[config.mk]
export PLATFORM = sky130hd
export DESIGN_NAME = alu_seq_flat
export DESIGN_NICKNAME = d
export VERILOG_FILES = /design/src/rtl/alu_pkg.sv /design/src/rtl/alu_seq_if.sv /design/src/rtl/alu_mul_iter.sv /design/src/rtl/alu_seq.sv /design/src/flat_wrapper.sv
export SDC_FILE = /design/constraint.sdc
export NUM_CORES = 1
export LEC_CHECK = 0
export CORE_MARGIN = 4
export CORE_UTILIZATION = 30
export DETAILED_ROUTE_END_ITERATION = 8
export GPL_TIMING_DRIVEN = 0
export HOLD_SLACK_MARGIN = 0.02
export PLACE_DENSITY_LB_ADDON = 0.08
export SYNTH_ARGS = -nofsm -noshare
export SYNTH_HDL_FRONTEND = slang
export SYNTH_SLANG_ARGS = --single-unit
[constraint.sdc]
create_clock -name clk -period 3.2 [get_ports clk]
set_input_delay 0.48 -clock clk [delete_from_list [all_inputs] [get_ports clk]]
set_output_delay 0.48 -clock clk [all_outputs]
set_load 0.05 [all_outputs]
[src/rtl/alu_pkg.sv]
// rtl/alu_pkg.sv - opcode, flag and width definitions shared by the sequential ALU
// Contents: OP_W (opcode width), alu_op_t (opcode encoding), flags_t (zero/carry/neg/ovf).
package alu_pkg;

  localparam int OP_W = 4;

  typedef enum logic [OP_W-1:0] {
    OP_ADD = 4'd0,
    OP_SUB = 4'd1,
    OP_NOT = 4'd2,
    OP_AND = 4'd3,
    OP_OR  = 4'd4,
    OP_XOR = 4'd5,
    OP_INC = 4'd6,
    OP_DEC = 4'd7,
    OP_MUL = 4'd8,
    OP_SHL = 4'd9,
    OP_SHR = 4'd10
  } alu_op_t;

  typedef struct packed {
    logic zero;
    logic carry;
    logic neg;
    logic ovf;
  } flags_t;

endpackage

[src/rtl/alu_seq_if.sv]
// rtl/alu_seq_if.sv - issue/result handshake bundle between control unit, ALU and writeback
// Issue side: in_valid, in_ready, op, a, b.
// Result side: out_valid, out_ready, result, result_hi, flag_zero/carry/neg/ovf, busy.
// master = control unit / writeback side, slave = ALU.
interface alu_seq_if
  import alu_pkg::*;
#(
  parameter int WIDTH = 8
);

  logic             in_valid;
  logic             in_ready;
  logic [OP_W-1:0]  op;
  logic [WIDTH-1:0] a;
  logic [WIDTH-1:0] b;
  logic             out_valid;
  logic             out_ready;
  logic [WIDTH-1:0] result;
  logic [WIDTH-1:0] result_hi;
  logic             flag_zero;
  logic             flag_carry;
  logic             flag_neg;
  logic             flag_ovf;
  logic             busy;

  modport master (
    output in_valid, op, a, b, out_ready,
    input  in_ready, out_valid, result, result_hi,
           flag_zero, flag_carry, flag_neg, flag_ovf, busy
  );

  modport slave (
    input  in_valid, op, a, b, out_ready,
    output in_ready, out_valid, result, result_hi,
           flag_zero, flag_carry, flag_neg, flag_ovf, busy
  );

endinterface

[src/rtl/alu_mul_iter.sv]
// rtl/alu_mul_iter.sv - iterative shift-add unsigned multiplier, one partial product per cycle
// Ports: clk, rst (async, active-high), start (load operands), a/b (operands),
//        busy (iterating), done (final step this cycle), product_hi/product_lo (valid with done).
module alu_mul_iter #(
  parameter int WIDTH = 8
) (
  input  logic             clk,
  input  logic             rst,
  input  logic             start,
  input  logic [WIDTH-1:0] a,
  input  logic [WIDTH-1:0] b,
  output logic             busy,
  output logic             done,
  output logic [WIDTH-1:0] product_hi,
  output logic [WIDTH-1:0] product_lo
);

  localparam int CNT_W = $clog2(WIDTH + 1);
  localparam logic [CNT_W-1:0] CNT_INIT = CNT_W'(WIDTH);
  localparam logic [CNT_W-1:0] CNT_LAST = CNT_W'(1);

  logic [WIDTH-1:0] acc;
  logic [WIDTH-1:0] mcand;
  logic [WIDTH-1:0] mplier;
  logic [CNT_W-1:0] cnt;
  logic [WIDTH:0]   addend;
  logic [WIDTH:0]   sum;

  // The multiplier register doubles as the low half of the product: each step
  // shifts the sum's low bit into its top while the consumed LSB falls out.
  always_comb begin
    addend = mplier[0] ? {1'b0, mcand} : '0;
    sum    = {1'b0, acc} + addend;
  end

  // Product is presented combinationally during the last step so the caller
  // can register it on the same edge the final iteration completes.
  assign done       = busy && (cnt == CNT_LAST);
  assign product_hi = sum[WIDTH:1];
  assign product_lo = {sum[0], mplier[WIDTH-1:1]};

  always_ff @(posedge clk or posedge rst) begin
    if (rst) begin
      acc    <= '0;
      mcand  <= '0;
      mplier <= '0;
      cnt    <= '0;
      busy   <= 1'b0;
    end else if (start) begin
      acc    <= '0;
      mcand  <= a;
      mplier <= b;
      cnt    <= CNT_INIT;
      busy   <= 1'b1;
    end else if (busy) begin
      acc    <= sum[WIDTH:1];
      mplier <= {sum[0], mplier[WIDTH-1:1]};
      cnt    <= cnt - 1'b1;
      if (cnt == CNT_LAST) begin
        busy <= 1'b0;
      end
    end
  end

endmodule

[src/rtl/alu_seq.sv]
// rtl/alu_seq.sv - handshaked ALU with registered result/flags and optional iterative MUL
// Ports: clk, rst (async, active-high), bus (alu_seq_if.slave: issue handshake,
//        result handshake, result/result_hi, four flags, busy).
module alu_seq
  import alu_pkg::*;
#(
  parameter int WIDTH  = 8,
  parameter int MUL_EN = 1
) (
  input  logic       clk,
  input  logic       rst,
  alu_seq_if.slave   bus
);

  localparam logic [0:0] ST_IDLE = 1'b0;
  localparam logic [0:0] ST_MUL  = 1'b1;

  logic [0:0]       state;
  alu_op_t          op_e;
  logic             accept;
  logic             is_mul;
  logic             mul_start;
  logic             mul_busy;
  logic             mul_done;
  logic [WIDTH-1:0] mul_hi;
  logic [WIDTH-1:0] mul_lo;
  flags_t           mul_flags;

  logic [WIDTH-1:0] opnd;
  logic [WIDTH:0]   sum;
  logic [WIDTH:0]   diff;
  logic [WIDTH-1:0] sc_res;
  flags_t           sc_flags;

  logic             out_valid_q;
  logic [WIDTH-1:0] result_q;
  logic [WIDTH-1:0] result_hi_q;
  flags_t           flags_q;

  assign op_e      = alu_op_t'(bus.op);
  assign is_mul    = (MUL_EN != 0) && (op_e == OP_MUL);
  assign bus.in_ready = (state == ST_IDLE) && (!out_valid_q || bus.out_ready);
  assign accept    = bus.in_valid && bus.in_ready;
  assign mul_start = accept && is_mul;

  generate
    if (MUL_EN != 0) begin : g_mul
      alu_mul_iter #(.WIDTH(WIDTH)) u_mul (
        .clk        (clk),
        .rst        (rst),
        .start      (mul_start),
        .a          (bus.a),
        .b          (bus.b),
        .busy       (mul_busy),
        .done       (mul_done),
        .product_hi (mul_hi),
        .product_lo (mul_lo)
      );
    end else begin : g_no_mul
      assign mul_busy = 1'b0;
      assign mul_done = 1'b0;
      assign mul_hi   = '0;
      assign mul_lo   = '0;
    end
  endgenerate

  always_comb begin
    mul_flags.zero  = ({mul_hi, mul_lo} == '0);
    mul_flags.carry = (mul_hi != '0);
    mul_flags.neg   = mul_lo[WIDTH-1];
    mul_flags.ovf   = 1'b0;
  end

  // Single-cycle datapath. INC/DEC reuse the add/sub path with a constant 1,
  // so their carry/borrow and overflow come out of the same equations.
  always_comb begin
    opnd = (op_e == OP_INC || op_e == OP_DEC) ? {{(WIDTH-1){1'b0}}, 1'b1} : bus.b;
    sum  = {1'b0, bus.a} + {1'b0, opnd};
    diff = {1'b0, bus.a} - {1'b0, opnd};
    sc_res         = '0;
    sc_flags.carry = 1'b0;
    sc_flags.ovf   = 1'b0;
    case (op_e)
      OP_ADD, OP_INC: begin
        sc_res         = sum[WIDTH-1:0];
        sc_flags.carry = sum[WIDTH];
        sc_flags.ovf   = (bus.a[WIDTH-1] == opnd[WIDTH-1]) && (sum[WIDTH-1] != bus.a[WIDTH-1]);
      end
      OP_SUB, OP_DEC: begin
        sc_res         = diff[WIDTH-1:0];
        sc_flags.carry = diff[WIDTH];
        sc_flags.ovf   = (bus.a[WIDTH-1] != opnd[WIDTH-1]) && (diff[WIDTH-1] != bus.a[WIDTH-1]);
      end
      OP_NOT: sc_res = ~bus.a;
      OP_AND: sc_res = bus.a & bus.b;
      OP_OR:  sc_res = bus.a | bus.b;
      OP_XOR: sc_res = bus.a ^ bus.b;
      OP_SHL: begin
        sc_res         = bus.a << 1;
        sc_flags.carry = bus.a[WIDTH-1];
      end
      OP_SHR: begin
        sc_res         = bus.a >> 1;
        sc_flags.carry = bus.a[0];
      end
      // Undefined opcodes (and MUL when not built) leave sc_res at zero,
      // which yields zero=1 and all other flags clear.
      default: ;
    endcase
    sc_flags.zero = (sc_res == '0);
    sc_flags.neg  = sc_res[WIDTH-1];
  end

  always_ff @(posedge clk or posedge rst) begin
    if (rst) begin
      state <= ST_IDLE;
    end else if (state == ST_IDLE) begin
      if (mul_start) begin
        state <= ST_MUL;
      end
    end else if (mul_done) begin
      state <= ST_IDLE;
    end
  end

  // Output register. A MUL completion and a single-cycle load are mutually
  // exclusive (one needs ST_MUL, the other ST_IDLE); either may coincide with
  // the previous result draining, since accept already required a free slot.
  always_ff @(posedge clk or posedge rst) begin
    if (rst) begin
      out_valid_q <= 1'b0;
      result_q    <= '0;
      result_hi_q <= '0;
      flags_q     <= '0;
    end else if (mul_done) begin
      out_valid_q <= 1'b1;
      result_q    <= mul_lo;
      result_hi_q <= mul_hi;
      flags_q     <= mul_flags;
    end else if (accept && !is_mul) begin
      out_valid_q <= 1'b1;
      result_q    <= sc_res;
      result_hi_q <= '0;
      flags_q     <= sc_flags;
    end else if (bus.out_ready) begin
      out_valid_q <= 1'b0;
    end
  end

  assign bus.out_valid  = out_valid_q;
  assign bus.result     = result_q;
  assign bus.result_hi  = result_hi_q;
  assign bus.flag_zero  = flags_q.zero;
  assign bus.flag_carry = flags_q.carry;
  assign bus.flag_neg   = flags_q.neg;
  assign bus.flag_ovf   = flags_q.ovf;
  assign bus.busy       = mul_busy;

endmodule
[src/flat_wrapper.sv]
// flat-port wrapper written by rule: the top's interface ports become plain ports
module alu_seq_flat import alu_pkg::*;
#(
  parameter int WIDTH  = 8,
  parameter int MUL_EN = 1
)
  (clk, rst, bus_in_valid, bus_op, bus_a, bus_b, bus_out_ready, bus_in_ready, bus_out_valid, bus_result, bus_result_hi, bus_flag_zero, bus_flag_carry, bus_flag_neg, bus_flag_ovf, bus_busy);
  alu_seq_if #(.WIDTH(WIDTH)) bus_i ();
  input  logic clk;
  input  logic rst;
  input wire logic [$bits(bus_i.in_valid)-1:0] bus_in_valid;
  input wire logic [$bits(bus_i.op)-1:0] bus_op;
  input wire logic [$bits(bus_i.a)-1:0] bus_a;
  input wire logic [$bits(bus_i.b)-1:0] bus_b;
  input wire logic [$bits(bus_i.out_ready)-1:0] bus_out_ready;
  output wire logic [$bits(bus_i.in_ready)-1:0] bus_in_ready;
  output wire logic [$bits(bus_i.out_valid)-1:0] bus_out_valid;
  output wire logic [$bits(bus_i.result)-1:0] bus_result;
  output wire logic [$bits(bus_i.result_hi)-1:0] bus_result_hi;
  output wire logic [$bits(bus_i.flag_zero)-1:0] bus_flag_zero;
  output wire logic [$bits(bus_i.flag_carry)-1:0] bus_flag_carry;
  output wire logic [$bits(bus_i.flag_neg)-1:0] bus_flag_neg;
  output wire logic [$bits(bus_i.flag_ovf)-1:0] bus_flag_ovf;
  output wire logic [$bits(bus_i.busy)-1:0] bus_busy;
  assign bus_i.in_valid = bus_in_valid;
  assign bus_i.op = bus_op;
  assign bus_i.a = bus_a;
  assign bus_i.b = bus_b;
  assign bus_i.out_ready = bus_out_ready;
  assign bus_in_ready = bus_i.in_ready;
  assign bus_out_valid = bus_i.out_valid;
  assign bus_result = bus_i.result;
  assign bus_result_hi = bus_i.result_hi;
  assign bus_flag_zero = bus_i.flag_zero;
  assign bus_flag_carry = bus_i.flag_carry;
  assign bus_flag_neg = bus_i.flag_neg;
  assign bus_flag_ovf = bus_i.flag_ovf;
  assign bus_busy = bus_i.busy;
  alu_seq #(.WIDTH(WIDTH), .MUL_EN(MUL_EN)) u_core (.clk(clk), .rst(rst), .bus(bus_i));
endmodule
# After elaboration in Yosys (flattened, before gate mapping)
# Index checks and enable logic that the tools add are counted.
[op_classes] n_addsub=4 n_mul=0 div=0 order_cmp=0 eq_ne=15 shifts=0 n_mux=26 bitwise=5 reduce_logical=20
[ops] cell="8-bit two-way mux" n=10
[ops] cell="8-bit one-hot mux with 8 select lines" n=1
[ops] cell="4-bit by 3-bit == test with 1-bit output, second input constant" n=4
[ops] cell="16-bit zero test" n=1
[ops] cell="4-bit two-way mux" n=4
[ops] cell="4-bit == test, second input constant" n=3
[ops] cell="8-bit by 8-bit adder with 9-bit output" n=1
[ops] cell="8-bit by 9-bit adder with 9-bit output" n=1
[ops] cell="1-bit two-way mux" n=9
[ops] cell="8-bit by 8-bit subtractor with 9-bit output" n=1
[ops] cell="8-bit bitwise AND" n=1
[ops] cell="4-bit by 1-bit == test with 1-bit output, second input constant" n=2
[ops] cell="4-bit by 2-bit == test with 1-bit output, second input constant" n=2
[ops] cell="8-bit zero test" n=1
[ops] cell="8-bit NOT" n=1
[ops] cell="8-bit bitwise OR" n=1
[ops] cell="8-bit nonzero test" n=1
[ops] cell="8-bit bitwise XOR" n=1
[ops] cell="1-bit logical AND" n=7
[ops] cell="4-bit zero test" n=1
[ops] cell="1-bit one-hot mux with 4 select lines" n=1
[ops] cell="2-bit nonzero test" n=2
[ops] cell="2-bit OR reduction" n=2
[ops] cell="4-bit by 1-bit subtractor with 4-bit output, second input constant" n=1
[ops] cell="7 further kinds" n=11
[word_totals] register_bits=51 latchBits=0 ram_bits=0 rom_bits=0 in_bits=24 output_inout_bits=23 memories=0

# Longest topological paths before layout
[logic_depth] word_depth=9 ltp_mapped=14 ltp_nobuf=13

# By module
# Synthesis repeated with hierarchy kept, for this count alone.
[unflattened] hier_cells=530 area_unflattened_um2=4466.8
[by_module_without_submodules] mod="alu_seq" instances=1 cells_per_inst=353 area_each_um2=2703.8 seq_area_each_um2=525.5
[by_module_without_submodules] mod="alu_mul_iter" instances=1 cells_per_inst=177 area_each_um2=1762.9 seq_area_each_um2=725.7

# Worst setup path before layout
# OpenSTA, ideal clock, no wires.
[synth_timing] path_kind="input-to-reg" startpoint="in bus_op[2]" endpoint="reg u_core.flags_q, in the netlist u_core.bus.flag_zero" setup_ns=0.080 t_arrival_ns=3.366 required_ns=3.120 setup_slack_ns=-0.246 cell_stages=14 n_path_buf=1 path_cell_list="buf_2 nor2b_1 nand2_1 nand2_1 ha_1 inv_1 fa_1 a21o_1 a221oi_2 nor2_1 a211o_1 a211o_1 or4_4 o211ai_2"
[synth_between] elab_chain_cells=8 word_cells_on_any_way=24 classes_between="2 x add/sub; 10 x eq/ne; 4 x mux; 8 x reduce/logical"
[synth_rtl] item="start, declared" line="flat_wrapper.sv:12" text="input wire logic [$bits(bus_i.op)-1:0] bus_op;"
[synth_rtl] item="4-bit by 3-bit == test with 1-bit output" line="alu_seq.sv:77, alu_seq.sv:83"
[synth_rtl] item="1-bit logical OR" line="alu_seq.sv:77" text="opnd = (op_e == OP_INC || op_e == OP_DEC) ? {{(WIDTH-1){1'b0}}, 1'b1} : bus.b;"
[synth_rtl] item="8-bit two-way mux" line="alu_seq.sv:77"
[synth_rtl] item="8-bit by 8-bit subtractor with 9-bit output or 8-bit by 8-bit adder with 9-bit output (tied branches)" line="alu_seq.sv:79, alu_seq.sv:78"
[synth_rtl] item="8-bit one-hot mux with 8 select lines" line="alu_seq.sv:83" text="case (op_e)"
[synth_rtl] item="8-bit zero test" line="alu_seq.sv:110" text="sc_flags.zero = (sc_res == '0);"
[synth_rtl] item="4-bit two-way mux" line="alu_seq.sv:140" text="end else if (accept && !is_mul) begin"
[synth_rtl] item="4-bit two-way mux" line="alu_seq.sv:135" text="end else if (mul_done) begin"
[synth_rtl] item="end signal, assigned" line="alu_seq.sv:139" text="flags_q <= mul_flags;"
[synth_rtl] item="end signal, assigned" line="alu_seq.sv:144" text="flags_q <= sc_flags;"
[synth_rtl] item="end, declared" line="alu_seq.sv:38" text="flags_t flags_q;"
# Parallel ways exist; a longest one is shown, timed or not. The select of a mux whose other input is x is not followed.
# A chain may end at the register's enable or synchronous reset.

# Worst setup path in the final report
[layout_timing] startpoint="in bus_a[4]" endpoint="reg u_core.flags_q, in the netlist u_core.bus.flag_zero"
[layout_between] elab_chain_cells=5 word_cells_on_any_way=10 classes_between="2 x add/sub; 3 x mux; 4 x bitwise; 1 x reduce/logical"
[layout_rtl] item="start, declared" line="flat_wrapper.sv:13" text="input wire logic [$bits(bus_i.a)-1:0] bus_a;"
[layout_rtl] item="8-bit by 8-bit subtractor with 9-bit output, or another cell as far along" line="alu_seq.sv:79" text="diff = {1'b0, bus.a} - {1'b0, opnd};"
[layout_rtl] item="8-bit one-hot mux with 8 select lines *" line="alu_seq.sv:83"
[layout_rtl] item="8-bit zero test *" line="alu_seq.sv:110"
[layout_rtl] item="4-bit two-way mux *" line="alu_seq.sv:140"
[layout_rtl] item="4-bit two-way mux *" line="alu_seq.sv:135"
# Every way passes the cells marked *; elsewhere a longest branch is shown, timed or not. The select of a mux whose other input is x is not followed.

==> Flow_metrics.wiki <==
{| class="wikitable"
! Metric !! Value
|-
| Result of the run || finished, final reports clean
|-
| Avg Synthesized Cell Area || 8.36 um2
|-
| #FFs+latches synth || 50
|-
| Worst Path Required || 3.42 ns
|-
| Ratio of cells with drive above 1 in the final layout || 9.53%
|-
| Endpoints failing hold || 0
|-
| CTS H-tree lvls || 2
|-
| Initial antenna violation count || 0
|-
| Num CTS Buffers || 5
|-
| Wire length after detailed routing || 12800 um
|-
| Share of the core filled with cells in the final layout || 38.3%
|-
| Main flop type after synthesis || sky130_fd_sc_hd__dfrtp_1
|-
| Cell area power density || 723 mW/mm2
|-
| Vias in the first global route || 3776
|-
| Vertical die dimension || 125 um
|-
| Top cell type's share of synthesized area || 30.3%
|-
| CP Data Arrival Time || 3.30 ns
|-
| Element type at the critical path start || primary input
|-
| Element type at the critical path end || flop
|-
| Gpl congestion || 0.882
|-
| Footprint of the flip-flops and latches || 0.00125 mm2
|-
| DRC Markers || 0
|-
| Final slew viol count || 0
|-
| Maximum clock frequency || 325 MHz
|-
| Placed wire-length estimate after detailed placement || 10300 um
|-
| Multi-input gate area in the final layout || 0.00269 mm2
|-
| Total power || 0.00370 W
|-
| Total global routing track utilization || 16.4%
|-
| Die Span X || 125 um
|-
| Transition time of the tightest slew-check pin || 0.864 ns
|-
| Total nets after synthesis || 565
|-
| Final-layout setup total negative slack || 0 ns
|-
| Synthesis-to-finish area growth || 23.8%
|-
| IO Count || 47
|-
| Largest cells by area after synthesis || sky130_fd_sc_hd__dfrtp_1 (30%), sky130_fd_sc_hd__ha_1 (13%), sky130_fd_sc_hd__nand2_1 (5.2%), sky130_fd_sc_hd__o21ai_0 (4.6%), sky130_fd_sc_hd__nor2_1 (3.8%)
|-
| Relative slew slack || 42.0%
|-
| Initial core utilization || 30.9%
|-
| Setup ws final || 0.120 ns
|-
| Root Buffer || sky130_fd_sc_hd__clkbuf_16
|-
| GR Overflow Total || 0
|-
| Clock tree from TritonCTS || yes
|-
| Number of nets in the layout || 626
|-
| Max cap viols || 0
|-
| Number of nets still failing antenna checks after routing || 0
|-
| Floorplan Core Area || 0.0133 mm2
|-
| FP Rows || 42
|-
| Cell type with the highest aggregate area in the netlist || sky130_fd_sc_hd__dfrtp_1
|-
| Total of hold buffers inserted after clock tree synthesis || 0
|-
| Startpoint-to-endpoint class of the critical path || primary input to flop
|-
| Via count of the routed design || 3773
|-
| Pre-antenna DRT Iters || 4
|-
| Number of cells produced by synthesis || 494
|-
| Place WS || -0.997 ns
|-
| Share of the yosys chip area belonging to registers || 30.3%
|-
| Number of setup violations in the final report || 0
|-
| Leakage || 2.30 nW
|-
| N_diodes || 0
|-
| Worst Hold Class || flop to flop
|-
| Global-route wire length before repair || 20800 um
|-
| Die area || 0.0157 mm2
|-
| Post-route fraction of the period consumed by the critical path || 96.3%
|-
| Insertion delay to the later sink of the worst-skew pair || 0.29 ns
|-
| Number of flops mapped to enable cells by yosys || 0
|-
| Clk buf depth || 2
|-
| Total of buffers placed on input and output ports || 44
|-
| Cell area after synthesis || 0.00413 mm2
|-
| Total number of yosys warnings || 0
|-
| FILL cells || 1438
|-
| Largest net degree at the start of global routing || 32
|-
| Vias per std cell || 5.15
|-
| Netlist cell types || 64
|-
| Post-layout min period || 3.08 ns
|-
| Worst Clk Skew || 0.00428 ns
|-
| Post-CTS clock slew at the launch and capture registers of the worst setup and hold paths || 0.07 ns
|-
| Maximum VDD drop || 0.221 mV
|-
| Starting DRT DRC Count || 196
|-
| Maximum fanout count along the critical path || 8
|-
| Routed length per instance || 17.4 um
|-
| Unrepaired setup endpoints after global routing || no
|-
| # clock sinks || 50
|-
| Share of async-settable or async-resettable flops after synthesis || 100%
|}
routing by layer:
metal | track usage (%) | wire, um
met5 | 0 | 0
met4 | 7.14 | 486
met3 | 1.75 | 320
met2 | 27.2 | 6090
met1 | 21.7 | 5870
state kept, by name, indices dropped and copies added (netlist names):
signal,cells
u_core.bus.result_hi,8
u_core.g_mul.u_mul.acc,8
u_core.g_mul.u_mul.mcand,8
u_core.g_mul.u_mul.mplier,8
u_core.bus.result,7
u_core.g_mul.u_mul.cnt,4
u_core.bus.flag_carry,1
u_core.bus.flag_neg,1
u_core.bus.flag_ovf,1
u_core.bus.flag_zero,1
u_core.bus.out_valid,1
u_core.g_mul.u_mul.busy,1
u_core.state,1
path summary, 6_finish.rpt:
check / from / end / slack (ns) / cells after the start
max: bus_a[4] / u_core.bus.flag_zero / 0.12 / 10
min: u_core.state / u_core.state / 0.48 / 2
max reg2reg: u_core.g_mul.u_mul.mplier[0] / u_core.bus.flag_carry / 0.40 / 9
min reg2reg: u_core.state / u_core.state / 0.48 / 2
max in group asynchronous: rst / u_core.g_mul.u_mul.acc[6] / 2.15 / 3
min in group asynchronous: rst / u_core.bus.result_hi[3] / 0.52 / 2
cells in the mapped netlist, types with 4 or more instances:
cell and number:
sky130_fd_sc_hd__nor2_1 42, sky130_fd_sc_hd__dfrtp_1 50, sky130_fd_sc_hd__inv_1 33, sky130_fd_sc_hd__mux2i_1 14
sky130_fd_sc_hd__nand3_1 10, sky130_fd_sc_hd__xor2_1 6, sky130_fd_sc_hd__nand2b_1 9, sky130_fd_sc_hd__nor3_1 11
sky130_fd_sc_hd__ha_1 44, sky130_fd_sc_hd__a22o_1 4, sky130_fd_sc_hd__clkbuf_1 16, sky130_fd_sc_hd__buf_2 7
sky130_fd_sc_hd__a22oi_1 7, sky130_fd_sc_hd__nor2b_1 13, sky130_fd_sc_hd__nor4_1 4, sky130_fd_sc_hd__o22ai_1 7
sky130_fd_sc_hd__a21oi_1 20, sky130_fd_sc_hd__a21o_1 4, sky130_fd_sc_hd__xnor2_1 11, sky130_fd_sc_hd__o21ai_0 38
sky130_fd_sc_hd__nand2_1 57, sky130_fd_sc_hd__and3_1 7, sky130_fd_sc_hd__and2_1 10, sky130_fd_sc_hd__a211oi_1 7
report_power, final:
part | leakage, nW | switching [W] | internal [W]
registers | 0.622 | 0.000215 | 0.000921
clock network | 0.0708 | 0.000235 | 0.000290
logic | 1.61 | 0.00126 | 0.000777
cell families after synthesis:
logic type      Yosys count  share of synthesized area, %
simple gates            182                          21.7
fa+ha+maj                47                          14.8
buf+inv                  61                          6.21
flops                    50                          30.3
mux                      14                          3.39
xor+xnor                 17                          3.60
compound gates          123                          20.0
stage by stage:
step / area, um2 / hold WS (ns) / instances
after floorplan: 4180 / 0.442 / 494
after CTS: 5080 / 0.484 / 730
after global routing: 5110 / 0.498 / 732
after detailed placement: 4860 / 0.468 / 715
final: 5110 / 0.481 / 732
after global placement: 4840 / 0.465 / 714
critical path, stage by stage:
cell,delay (ns)
sky130_fd_sc_hd__clkdlybuf4s50_1,0.67
sky130_fd_sc_hd__ha_1,0.30
sky130_fd_sc_hd__buf_6,0.14
sky130_fd_sc_hd__a21o_1,0.21
sky130_fd_sc_hd__a221oi_4,0.31
sky130_fd_sc_hd__nor2_1,0.07
sky130_fd_sc_hd__a211o_1,0.23
sky130_fd_sc_hd__a211o_1,0.30
sky130_fd_sc_hd__or4_4,0.44
sky130_fd_sc_hd__o211ai_2,0.16
cell type report:
type | count | share of cell area, %
Buffer | 27 | 2.82
Timing Repair Buffer | 54 | 10.4
Multi-Input combinational cell | 383 | 52.7
Inverter | 34 | 2.50
Clock inverter | 2 | 0.269
Sequential cell | 50 | 24.5
Clock buffer | 6 | 2.52
Tap cell | 176 | 4.31
cell usage in the layout, fill, tap and decap left out, types with 4 or more instances in the layout:
cell type / count
sky130_fd_sc_hd__and3_1: 7
sky130_fd_sc_hd__o22ai_1: 7
sky130_fd_sc_hd__nand3_1: 10
sky130_fd_sc_hd__xor2_1: 6
sky130_fd_sc_hd__nor2b_1: 12
sky130_fd_sc_hd__buf_6: 4
sky130_fd_sc_hd__ha_1: 43
sky130_fd_sc_hd__o21ai_0: 38
sky130_fd_sc_hd__dfrtp_1: 50
sky130_fd_sc_hd__nor4_1: 4
sky130_fd_sc_hd__clkdlybuf4s50_1: 36
sky130_fd_sc_hd__clkbuf_1: 17
sky130_fd_sc_hd__and2_1: 10
sky130_fd_sc_hd__xnor2_1: 11
sky130_fd_sc_hd__nor3_1: 11
sky130_fd_sc_hd__mux2i_1: 14
sky130_fd_sc_hd__inv_2: 5
sky130_fd_sc_hd__a21o_1: 4
sky130_fd_sc_hd__a22oi_1: 7
sky130_fd_sc_hd__clkbuf_16: 5
sky130_fd_sc_hd__nand2b_1: 9
sky130_fd_sc_hd__inv_1: 29
sky130_fd_sc_hd__buf_2: 5
sky130_fd_sc_hd__nand2_1: 54
sky130_fd_sc_hd__a21oi_1: 19
sky130_fd_sc_hd__a22o_1: 4
sky130_fd_sc_hd__nor2_1: 42
sky130_fd_sc_hd__dlygate4sd2_1: 4
sky130_fd_sc_hd__a211oi_1: 7
sky130_fd_sc_hd__buf_4: 11
repair_timing:
action,4_1_cts,5_1_grt
resized for setup,18,8
pin swaps,7,9
setup endpoints to repair,7,3
setup buffers,7,2
(Power assumes the default switching activity.)
